===== config.mk =====
export PLATFORM = sky130hd
export DESIGN_NAME = layer_priority_ctrl
export DESIGN_NICKNAME = d
export VERILOG_FILES = /design/src/rtl/layer_priority_ctrl.sv
export SDC_FILE = /design/constraint.sdc
export NUM_CORES = 1
export LEC_CHECK = 0
export CORE_MARGIN = 10
export CORE_UTILIZATION = 49
export CTS_CLUSTER_DIAMETER = 120
export CTS_CLUSTER_SIZE = 25
export DETAILED_ROUTE_END_ITERATION = 7
export GPL_TIMING_DRIVEN = 0
export PLACE_DENSITY = 0.74
export SETUP_SLACK_MARGIN = 0.1
export SYNTH_ARGS = -nofsm -noshare
export SYNTH_HDL_FRONTEND = slang
export SYNTH_SLANG_ARGS = --single-unit

===== constraint.sdc =====
create_clock -name clk -period 18.8 [get_ports clk]
set_input_delay 3.76 -clock clk [delete_from_list [all_inputs] [get_ports clk]]
set_output_delay 3.76 -clock clk [all_outputs]
set_load 0.05 [all_outputs]

===== src/rtl/layer_priority_ctrl.sv =====
// layer_priority_ctrl: rank-table pixel arbiter with frame-synchronous shadow commit, 2-cycle RGB pipeline.
// Optional per-layer blinking is built only when LAYER_BLINK_EN is defined.
module layer_priority_ctrl #(
  parameter int NUM_LAYERS   = 8,
  parameter int BLINK_FRAMES = 16
) (
  input  logic                    clk,
  input  logic                    resetN,
  input  logic                    startOfFrame,
  input  logic [NUM_LAYERS-1:0]   draw_req,
  input  logic [8*NUM_LAYERS-1:0] layer_rgb,
  input  logic [7:0]              bg_rgb,
  input  logic                    cfg_valid,
  output logic                    cfg_ready,
  input  logic [2:0]              cfg_layer,
  input  logic [2:0]              cfg_rank,
  input  logic                    cfg_enable,
  input  logic                    cfg_blink,
  output logic [7:0]              rgb_out,
  output logic                    winner_valid,
  output logic [2:0]              winner_id,
  output logic                    cfg_pending
);
  typedef enum logic [1:0] {IDLE, DIRTY, COMMIT} state_t;
  state_t state, state_nx;
  logic [NUM_LAYERS-1:0][2:0] a_rank, s_rank, rank_q;
  logic [NUM_LAYERS-1:0]      a_en, s_en, blink_mask, cand_q;
  logic [8*NUM_LAYERS-1:0]    rgb_q;
  logic [7:0]                 bg_q;
  logic                       wr, found;
  logic [2:0]                 best_rank, best_id;

  assign cfg_ready   = resetN && state != COMMIT;
  assign cfg_pending = state != IDLE;
  assign wr          = cfg_valid && cfg_ready;

  always_ff @(posedge clk or negedge resetN)
    if (!resetN) state <= IDLE;
    else state <= state_nx;

  always_comb begin
    state_nx = state;
    case (state)
      IDLE:    state_nx = wr ? DIRTY : IDLE;
      DIRTY:   state_nx = startOfFrame ? COMMIT : DIRTY;
      default: state_nx = IDLE;
    endcase
  end

  always_ff @(posedge clk or negedge resetN)
    if (!resetN) begin
      for (int i = 0; i < NUM_LAYERS; i++) begin
        s_rank[i] <= 3'(i);
        a_rank[i] <= 3'(i);
      end
      s_en <= '1;
      a_en <= '1;
    end else begin
      if (wr) begin
        s_rank[cfg_layer] <= cfg_rank;
        s_en[cfg_layer]   <= cfg_enable;
      end
      if (state == COMMIT) begin
        a_rank <= s_rank;
        a_en   <= s_en;
      end
    end

`ifdef LAYER_BLINK_EN
  logic [7:0]            frame_cnt;
  logic                  blink_phase, frame_wrap;
  logic [NUM_LAYERS-1:0] a_bl, s_bl;
  assign frame_wrap = frame_cnt == 8'(BLINK_FRAMES - 1);
  assign blink_mask = a_bl & {NUM_LAYERS{blink_phase}};
  always_ff @(posedge clk or negedge resetN)
    if (!resetN) begin
      frame_cnt   <= '0;
      blink_phase <= 1'b0;
      s_bl        <= '0;
      a_bl        <= '0;
    end else begin
      if (startOfFrame) begin
        frame_cnt   <= frame_wrap ? 8'd0 : frame_cnt + 8'd1;
        blink_phase <= blink_phase ^ frame_wrap;
      end
      if (wr) s_bl[cfg_layer] <= cfg_blink;
      if (state == COMMIT) a_bl <= s_bl;
    end
`else
  logic unused_blink;
  assign unused_blink = cfg_blink;
  assign blink_mask   = '0;
`endif

  always_ff @(posedge clk or negedge resetN)
    if (!resetN) begin
      cand_q <= '0;
      rank_q <= '0;
      rgb_q  <= '0;
      bg_q   <= '0;
    end else begin
      cand_q <= draw_req & a_en & ~blink_mask;
      rank_q <= a_rank;
      rgb_q  <= layer_rgb;
      bg_q   <= bg_rgb;
    end

  // strict less-than while scanning upward keeps the lowest index on rank ties
  always_comb begin
    found     = 1'b0;
    best_rank = 3'd7;
    best_id   = 3'd0;
    for (int i = 0; i < NUM_LAYERS; i++)
      if (cand_q[i] && (!found || rank_q[i] < best_rank)) begin
        found     = 1'b1;
        best_rank = rank_q[i];
        best_id   = 3'(i);
      end
  end

  always_ff @(posedge clk or negedge resetN)
    if (!resetN) begin
      rgb_out      <= '0;
      winner_valid <= 1'b0;
      winner_id    <= '0;
    end else begin
      rgb_out      <= found ? rgb_q[8*best_id +: 8] : bg_q;
      winner_valid <= found;
      winner_id    <= best_id;
    end
endmodule


==> summary.md <==
| Metric | Value |
|---|---|
| Post-synthesis mux area share | 11.4% |
| Post-Syn Instances | 554 |
| Critical Path Fanout Max | 10 |
| Core ar. | 0.0150 sq mm |
| Clock H-tree levels | 4 |
| Initial DRC count | 371 |
| Initial antenna violation count | 1 |
| Core Util, Final | 62.4% |
| CP arrival | 11.00 ns |
| Switching share of power | 38.9% |
| Clock Skew | 0.0180 ns |
| Final Max Slew Viols | 0 |
| Die W | 143 um |
| Comb pwr share | 45.4% |
| Total of max-cap violations | 0 |
| Post-Place Cells | 847 |
| First-pass GRT wire length | 27700 um |
| Total wire length | 17200 um |
| Sequential fraction of the synthesis area | 61.7% |
| Vias in the first global route | 5225 |
| DRC | 0 |
| Die outline area | 0.0206 sq mm |
| Dominant combinational cell family by area after synthesis | compound AO/OA/AOI/OAI gates |
| Clk root buf | clkbuf_16 |
| Setup TNS | 0 ns |
| Mapped cell area | 0.00746 sq mm |
| Register bit total from synthesis | 182 |
| Post-CTS sizing | 0 |
| Main synth FF type | dfrtp_1 |
| Post-CTS Hold Fix Bufs | 0 |
| Hpwl dp | 12700 um |
| Critical-path top delay cell | o311ai_0 |
| HP Class | reg -> reg |
| Total power | 1.71 mW |
| Io pins | 106 |
| Worst slew margin relative to its limit | 52.6% |
| Post-synthesis async set-or-reset flop share | 100% |
| Number of synthesized flops with an enable pin | 0 |
| Area contributors post-synth | dfrtp_1, dfstp_2, mux2_2 |
| Post-CTS Setup Repair Bufs | 0 |
| Post-synthesis simple-gate area fraction | 6.51% |
| Clock share of power | 20.8% |
| Xor/xnor share of the synthesized area | 0% |
| CTS buffer count | 17 |
| Final nets | 778 |
| Post-synth cell types | 72 |
| Post-route insts no fill | 880 |
| Std-Cell Rows | 45 |
| Hold Fails Final Rpt | 0 |
| Count of final setup violators | 0 |
| CP Launch Type | flip-flop |
| Largest net degree at the start of global routing | 139 |
| Syn. warnings | 0 |
| Vias | 5018 |
| CTS tree | done |
| Share of the synthesized area in the top cell type | 47.6% |
| GRT Residual Overflow | 0 |
| Net Sw Power | 665 uW |
| Post-synthesis adder-cell area fraction | 1.74% |
| Minimum clock period | 10.68 ns |
| Detailed Routing Iterations Pass 1 | 4 |
| Avg Inst Size Synth | 13.5 sq um |
| Crit end category | flip-flop |
| Clock buffer depth | 2 |
| # port buffers | 104 |
| WS Path Type | reg -> reg |
| Sequential share of power | 33.8% |
| Fmax | 0.0936 GHz |
| Layout area overhead | 25.7% |
| Clk_lat worst skew | 0.43 ns |
| Synth area leader | dfrtp_1 |
| Syn Nets | 654 |
| Internal Power | 1.05 mW |
| Share of cells above drive strength 1 | 24.6% |
| CP Data Required Time | 19.12 ns |
| Outcome | finished, final reports clean |
| Clock-pin slew on the worst setup and hold paths | 0.07 ns |
| CTS Sinks | 182 |
| Compound-cell area share of the yosys netlist | 14.8% |
| Worst-Margin Slew | 0.709 ns |
| Drt wl/cell | 19.6 um |
| RD Place Congestion | 0.859 |
| Lkg Pwr | 3.95 nW |
| Tcrit/Tclk final | 56.8% |
| Die height | 143 um |
| CP peak stage delay | 0.55 ns |
| Total GRT Usage | 17.2% |
| Via-per-instance ratio | 5.70 |
| Initial Util | 49.6% |
| RSZ-0062 raised after global routing | false |
| Detail Route Antenna Nets | 0 |
| Peak VDD IR | 0.000101 V |
| Power density over the cells | 182 mW/mm^2 |
Yosys cell counts (7+ instances only):
cell type and number:
nor2_1 11, nand2b_1 7, dfstp_2 40, o211ai_1 27
a32o_1 8, nand2_1 23, a21oi_1 17, mux2i_1 11
buf_6 7, and2_1 12, o311ai_0 8, ha_1 8
inv_1 40, o21ai_1 11, dfrtp_1 142, o21ai_0 10
a2111oi_0 9, mux2_2 66
cells in the final DEF, fill, tap and decap left out, types with 5 or more instances in the layout:
master / instances
nor2b_1: 5
clkbuf_1: 7
o311ai_0: 8
a32o_1: 8
inv_1: 40
dfrtp_1: 142
buf_6: 7
o21ai_0: 10
clkdlybuf4s50_1: 103
nand2b_1: 7
ha_1: 8
o21ai_1: 11
o211ai_1: 27
nand2_1: 23
nor2_1: 11
mux2_2: 66
clkbuf_16: 17
mux2i_1: 11
o21a_1: 6
a21oi_1: 17
and2_1: 12
dfstp_2: 40
a2111oi_0: 9
power groups by stage:
stage	Combinational, mW	Clock [mW]	Sequential (mW)
after floorplan	0.516	0	0.608
after global placement	0.734	0	0.577
after detailed placement	0.764	0	0.584
after CTS	0.773	0.363	0.578
after global routing	0.844	0.380	0.591
final	0.776	0.356	0.578
metrics by stage:
stage	setup WS (ns)	hold WS (ns)	instance area [sq um]
6_report	8.12	0.375	9380
4_1_cts	8.13	0.382	9380
3_5_place_dp	8.24	0.364	8770
5_1_grt	7.36	0.398	9380
2_1_floorplan	9.80	0.350	7460
3_3_place_gp	4.11	0.361	8740
flip-flops by register name, indices dropped and copies added (netlist names), 3 cells and up:
signal	count
rgb_out	8
rgb_q	64
rank_q	24
a_en	8
s_en	8
bg_q	8
a_rank	24
cand_q	8
s_rank	24
winner_id	3
cell families (layout without fill, tap and decap cells):
family / Yosys count / after routing
muxes: 77 / 77
DFF: 182 / 182
buffers and inverters: 59 / 196
AOI/OAI and AO/OA: 138 / 138
adders and majority gates: 11 / 11
other: 0 / 1
and+or+nand+nor: 87 / 87
final timing paths:
path	start	end	slack [ns]	cells after the start
worst min-delay path	a_rank[11]	rank_q[11]	0.37	0
worst max register to register	rank_q[4]	rgb_out[6]	8.12	47
max in group asynchronous	resetN	cand_q[7]	14.62	2
worst max-delay path	rank_q[4]	rgb_out[6]	8.12	47
worst min register to register	a_rank[11]	rank_q[11]	0.37	0
min in group asynchronous	resetN	bg_q[3]	3.22	1
area by class of cell:
type / instances / area [sq um]
fill: 1153 / 5650
sequential: 182 / 4600
multi-input combinational: 313 / 2580
timing repair buffer: 105 / 1070
clock buffer: 19 / 443
tap: 188 / 235
clock inverter: 13 / 166
inverter: 40 / 150
buffer: 19 / 130
antenna: 1 / 2.50
layer usage:
layer | GRT usage, % | up-vias | share of wire [%]
met5 | 0 | - | 0
met4 | 5.96 | 0 | 2.1
met3 | 5.08 | 36 | 6.5
met2 | 28.2 | 190 | 49
met1 | 21.1 | 2526 | 42
li1 | - | 2266 | -
critical path, delay by kind of cell (launching register included):
family	cells	cell delay [ns]
fa+ha+maj	5	1.36
simple gates	11	1.85
buf+inv	8	1.18
mux	3	0.98
compound gates	20	4.80
flops	1	0.42
Power figures use the tool's default switching activity.
